`src/rtl/async_fifo_wr_ctrl.sv`:
```
// -----------------------------------------------------------------------------
// async_fifo_wr_ctrl
//
// Write-side pointer and flag controller of a dual-clock FIFO. Everything here
// runs on wr_clk. The dual-port RAM and the read-side controller sit beside
// this block.
//
// The block owns the binary write pointer and a registered Gray copy of it,
// which is exported to the read domain. It brings the read domain's Gray
// pointer into wr_clk through two flops and converts it back to binary. From
// the write pointer and that synchronised read pointer it derives:
//   - full
//   - prog_full
//   - a fill count
//   - a sticky overflow flag
//
// Pointers are RAM_ADDR_WIDTH bits wide. The extra MSB is a wrap bit, so the
// FIFO depth is 2**(RAM_ADDR_WIDTH-1).
//
// Ports
//   wr_clk       in   write clock, the only clock
//   wr_rst_n     in   synchronous reset, active low
//   wr_en        in   write request from user logic
//   rdaddr_gray  in   read pointer (Gray), registered in the rd_clk domain
//   wraddr       out  binary write pointer. The RAM address is
//                     wraddr[RAM_ADDR_WIDTH-2:0]
//   wraddr_gray  out  registered Gray copy of wraddr, to the read side
//   wr_ram_en    out  RAM write strobe (combinational)
//   full         out  FIFO full as seen from the write domain
//   prog_full    out  fill level >= PROG_FULL_THRESH
//   elements_wr  out  fill count, 0..DEPTH
//   overflow     out  sticky: wr_en seen while full, cleared only by reset
// -----------------------------------------------------------------------------
module async_fifo_wr_ctrl #(
  parameter int RAM_ADDR_WIDTH   = 8,
  parameter int PROG_FULL_THRESH = 126
) (
  input  logic                      wr_clk,
  input  logic                      wr_rst_n,
  input  logic                      wr_en,
  input  logic [RAM_ADDR_WIDTH-1:0] rdaddr_gray,
  output logic [RAM_ADDR_WIDTH-1:0] wraddr,
  output logic [RAM_ADDR_WIDTH-1:0] wraddr_gray,
  output logic                      wr_ram_en,
  output logic                      full,
  output logic                      prog_full,
  output logic [RAM_ADDR_WIDTH-1:0] elements_wr,
  output logic                      overflow
);

  localparam int W = RAM_ADDR_WIDTH;

  localparam logic [W-1:0] PF_THRESH = W'(PROG_FULL_THRESH);

  // ---------------------------------------------------------------------------
  // Gray code helpers
  // ---------------------------------------------------------------------------
  function automatic logic [W-1:0] bin2gray(input logic [W-1:0] b);
    return b ^ (b >> 1);
  endfunction

  // Each binary bit is the XOR of all Gray bits at and above its position.
  function automatic logic [W-1:0] gray2bin(input logic [W-1:0] g);
    logic [W-1:0] b;
    b[W-1] = g[W-1];
    for (int i = W - 2; i >= 0; i--) begin
      b[i] = b[i+1] ^ g[i];
    end
    return b;
  endfunction

  // ---------------------------------------------------------------------------
  // State
  // ---------------------------------------------------------------------------
  logic [W-1:0] wraddr_q,      wraddr_d;
  logic [W-1:0] wraddr_gray_q, wraddr_gray_d;
  logic [W-1:0] rd_gray_ff1_q;
  logic [W-1:0] rd_gray_ff2_q;
  logic         overflow_q,    overflow_d;

  logic [W-1:0] sync_rdaddr;
  logic [W-1:0] fill_count;
  logic         full_int;
  logic         write_ok;

  // ---------------------------------------------------------------------------
  // Flags
  //
  // The flags are built only from flops (the write pointer and the second sync
  // stage). They therefore carry no combinational path from the asynchronous
  // input. They are pessimistic: a read becomes visible here two edges late,
  // which can only make the FIFO look fuller than it really is.
  // ---------------------------------------------------------------------------
  assign sync_rdaddr = gray2bin(rd_gray_ff2_q);

  // Full means the pointers are one lap apart: the wrap bits differ and the
  // RAM address bits are equal.
  assign full_int = (wraddr_q[W-1] != sync_rdaddr[W-1]) &&
                    (wraddr_q[W-2:0] == sync_rdaddr[W-2:0]);

  // The subtraction is modulo 2**W. Because the pointers carry a wrap bit, the
  // result is correct across a wrap and reaches DEPTH exactly when full.
  assign fill_count = wraddr_q - sync_rdaddr;

  // A write in the reset cycle is dropped, so the RAM strobe is gated too.
  assign write_ok = wr_en && !full_int && wr_rst_n;

  // ---------------------------------------------------------------------------
  // Next state
  // ---------------------------------------------------------------------------
  // NOTE: every signal written here gets a default first, so no path leaves it
  // unassigned and no latch is inferred.
  always_comb begin
    wraddr_d   = wraddr_q;
    overflow_d = overflow_q;

    if (wr_en && !full_int) begin
      wraddr_d = wraddr_q + 1'b1;
    end

    if (wr_en && full_int) begin
      overflow_d = 1'b1;
    end

    // The Gray copy is computed from the *next* binary pointer. This keeps it
    // registered (glitch-free for the other domain) and in step with wraddr.
    wraddr_gray_d = bin2gray(wraddr_d);
  end

  // ---------------------------------------------------------------------------
  // Registers
  // ---------------------------------------------------------------------------
  // NOTE: state updates use non-blocking assignments, so every flop samples the
  // pre-edge value of the others. The two sync stages therefore form a real
  // two-flop chain rather than collapsing into one.
  //
  // NOTE: the synchroniser flops are reset along with the pointer. After reset
  // the flags then see an empty FIFO at once instead of waiting for the
  // read-side pointer to be shifted in.
  always_ff @(posedge wr_clk) begin
    if (!wr_rst_n) begin
      wraddr_q      <= '0;
      wraddr_gray_q <= '0;
      rd_gray_ff1_q <= '0;
      rd_gray_ff2_q <= '0;
      overflow_q    <= 1'b0;
    end else begin
      wraddr_q      <= wraddr_d;
      wraddr_gray_q <= wraddr_gray_d;
      rd_gray_ff1_q <= rdaddr_gray;
      rd_gray_ff2_q <= rd_gray_ff1_q;
      overflow_q    <= overflow_d;
    end
  end

  // ---------------------------------------------------------------------------
  // Outputs
  // ---------------------------------------------------------------------------
  assign wraddr      = wraddr_q;
  assign wraddr_gray = wraddr_gray_q;
  assign wr_ram_en   = write_ok;
  assign full        = full_int;
  assign elements_wr = fill_count;
  assign prog_full   = (fill_count >= PF_THRESH);
  assign overflow    = overflow_q;

endmodule

```
`config.mk`:
```
export PLATFORM = sky130hd
export DESIGN_NAME = async_fifo_wr_ctrl
export DESIGN_NICKNAME = d
export VERILOG_FILES = /design/src/rtl/async_fifo_wr_ctrl.sv
export SDC_FILE = /design/constraint.sdc
export NUM_CORES = 1
export LEC_CHECK = 0
export ABC_AREA = 0
export CAP_MARGIN = 0
export CORE_UTILIZATION = 47
export CTS_BUF_LIST = sky130_fd_sc_hd__clkbuf_2 sky130_fd_sc_hd__clkbuf_4 sky130_fd_sc_hd__clkbuf_8
export CTS_CLUSTER_SIZE = 14
export DETAILED_ROUTE_END_ITERATION = 16
export PLACE_DENSITY_LB_ADDON = 0.25
export SLEW_MARGIN = 25
export SYNTH_ARGS = -nofsm -noshare
export SYNTH_HDL_FRONTEND = slang
export SYNTH_SLANG_ARGS = --single-unit
```
`constraint.sdc`:
```
create_clock -name wr_clk -period 3.5 [get_ports wr_clk]
set_input_delay 0.7 -clock wr_clk [delete_from_list [all_inputs] [get_ports wr_clk]]
set_output_delay 0.7 -clock wr_clk [all_outputs]
set_load 0.1 [all_outputs]
```
==> results_dict.tcl <==
set metrics [dict create \
    drc_errors 0 \
    cp-start-kind "register" \
    power_frac_seq_pct 23.5 \
    syn_avg_cell_area_um2 8.948 \
    outcome "finished with violations" \
    die_w_um 63.40 \
    antenna_cells 0 \
    grt_setup_unrepaired "yes" \
    initial_core_util_pct 51.08 \
    p_total_mw 1.664 \
    place_area_um2 2532 \
    power.internal_uw 974.0 \
    track_usage_pct 22.25 \
    cp.arrival_ns 3.39 \
    routed_wl_um 4017 \
    layout_worst_path_cycle_share_pct 116.8 \
    grt_max_degree 23 \
    critPathCaptureType "output port" \
    grt-ovfl-total 0 \
    portBuffers 38 \
    cp_max_fo 2 \
    leakagePower_nw 1.153 \
    area_growth_pct 56.36 \
    vdd_ir_drop_max_mv 0.3985 \
    clock-sinks 32 \
    tightest_slew_ns 0.9753 \
    report.final.hold_viol_count 0 \
    pwr-share-comb_pct 55.5 \
    numCtsBuffers 5 \
    synthArstFlopShare_pct 0 \
    clk_pin_slew_ns 0.06 \
    fin_ws_ns -0.5886 \
    slew_headroom_pct 34.78 \
    violations "negative setup slack" \
    cts_root_buf "clkbuf_8" \
    wl_per_cell_um 13.13 \
    fin_util_pct 79.87 \
    grt_pass1_vias 1521 \
    cts_tree "built" \
    core_um2 3468 \
    synth_edf_count 0 \
    ys_warn_count 0 \
    final_layout_size_suffix_gt1_share_pct 36.15 \
    finish.net_count 280 \
    yosysMostFrequentCell "dfxtp_1" \
    fmax_ghz 0.2446 \
    netlist_instances 198 \
    drv_slew 0 \
    period_minus_slack_ns 4.089 \
    hold_path_class "register to register" \
    design.die.area_um2 4019 \
    fin_area_um2 2770 \
    ys_types 44 \
    vias_per_cell 5.036 \
    p_sw_uw 689.5 \
    setup_violations 6 \
    ant_nets 0 \
    p_clk_share_pct 21.0 \
    drtIter0Drc 72 \
    synth_nets 219 \
    die_h_um 63.40 \
    vias 1541 \
    grt_pass1_wl_um 6803 \
    dpl.hpwl_um 2822 \
    ios 39 \
    h-tree-depth 2 \
    crit_required_ns 2.80 \
    synth_seq_cells 32 \
    fin_skew_ns 0.004720 \
    first_pass_iters 4 \
    place_worst_setup_slack_ns -0.3357 \
    drv_cap 0 \
    synth_common_cells "dfxtp_1 (32), and2_1 (19), nor2_1 (15)" \
    synthFlopType "dfxtp_1" \
    cts_buffer_depth 2 \
    placementRows 21 \
    seq_area_frac_synth_pct 36.16 \
    clkLatencyLatePin_ns 0.29 \
    synthTopCellsByArea "dfxtp_1 (36%), and2_1 (6.7%), ha_1 (6.4%), xnor2_1 (5.4%), xor2_1 (4.9%)" \
    powerDensity_nw_per_um2 600.5 \
    worstSetupPathType "register to output port" \
    yosysTopAreaCell "dfxtp_1" \
    fillerInstances 231 \
    synth_area_um2 1772 \
    gp_congestion 0.8559 \
    synth_top_area_share_pct 36.16 \
    grt_antenna_before_repair 0 \
    switching_share_pct 41.45 \
]
-- layer usage --
metal	track usage, %	share of wire (%)	vias to the layer above
li1	-	-	795
met1	25.34	42	699
met2	38.96	52	39
met3	5.435	3.9	8
met4	9.659	2.1	0
met5	0	0	-
-- placed cells by master, fill, tap and decap left out, types with 6 or more instances in the layout --
cell and count:
a21oi_1 9, clkdlybuf4s50_1 18, xor2_1 6, dfxtp_1 29
buf_12 11, nand2_1 9, nor2_1 11, buf_4 35
xnor2_1 8, and2_1 18, nand3_1 9, inv_1 9
-- final timing paths --
path,slack (ns),start,endpoint,depth (start not counted)
hold reg to reg,0.43,rd_gray_ff1_q[3],rd_gray_ff2_q[3],1
setup reg to reg,0.39,rd_gray_ff2_q[7],wraddr_gray[2],13
hold / removal,0.43,rd_gray_ff1_q[3],rd_gray_ff2_q[3],1
setup / recovery,-0.59,rd_gray_ff2_q[6],elements_wr[6],14
-- worst max-delay path: stages (launching register included) --
cell,delay (ns)
dfxtp_2,0.33
xnor2_2,0.22
xor2_2,0.22
xnor2_2,0.15
xor2_1,0.26
xnor2_1,0.20
ha_2,0.24
inv_2,0.04
fa_2,0.36
a211oi_4,0.23
o21bai_1,0.08
a21oi_1,0.18
xor2_1,0.29
inv_1,0.12
buf_12,0.18
-- sequential cells by signal (all words and copies together), names as in the netlist --
register       flops
overflow           1
rd_gray_ff2_q      8
wraddr_gray        7
wraddr             8
rd_gray_ff1_q      8
-- area by class of cell --
type | count | area [um^2] | area share, %
Inverter | 10 | 37.54 | 1.355
Sequential cell | 32 | 644.4 | 23.26
Clock inverter | 2 | 35.03 | 1.265
Clock buffer | 6 | 76.32 | 2.755
Tap cell | 46 | 57.56 | 2.078
Timing Repair Buffer | 64 | 663.1 | 23.94
Multi-Input combinational cell | 146 | 1256 | 45.35
-- through the flow --
| stage | instances | setup TNS, ns | hold slack, ns |
|---|---|---|---|
| floorplan | 198 | -2.854 | 0.4118 |
| global placement | 294 | -0.3227 | 0.4140 |
| detailed placement | 294 | -0.8152 | 0.4179 |
| CTS | 304 | -1.723 | 0.4325 |
| global route | 306 | -2.972 | 0.4522 |
| finish | 306 | -1.799 | 0.4308 |
-- kinds of logic (layout without fill, tap and decap cells) --
kind of cell	Yosys count	in the layout	share of synthesized area [%]
flops	32	32	36.16
buf+inv	20	82	5.297
fa+ha+maj	10	10	7.486
xor+xnor	22	22	11.30
mux	5	5	2.825
simple gates	71	71	21.19
compound gates	38	38	15.75
-- power groups by stage --
stage	logic, mW	registers [mW]	clock network (mW)
CTS	0.894	0.390	0.356
global route	0.965	0.392	0.373
global placement	0.858	0.396	0
detailed placement	0.869	0.397	0
finish	0.923	0.390	0.350
floorplan	0.533	0.439	0
-- timing repair --
action                                  in CTS  in global routing
endpoints found under the setup margin       7                  9
gates cloned                                 0                  0
pin swaps                                   18                 18
hold buffers                                 0                  0
setup buffers                                3                  2
resized for setup                           11                  7
Power figures use the tool's default switching activity.
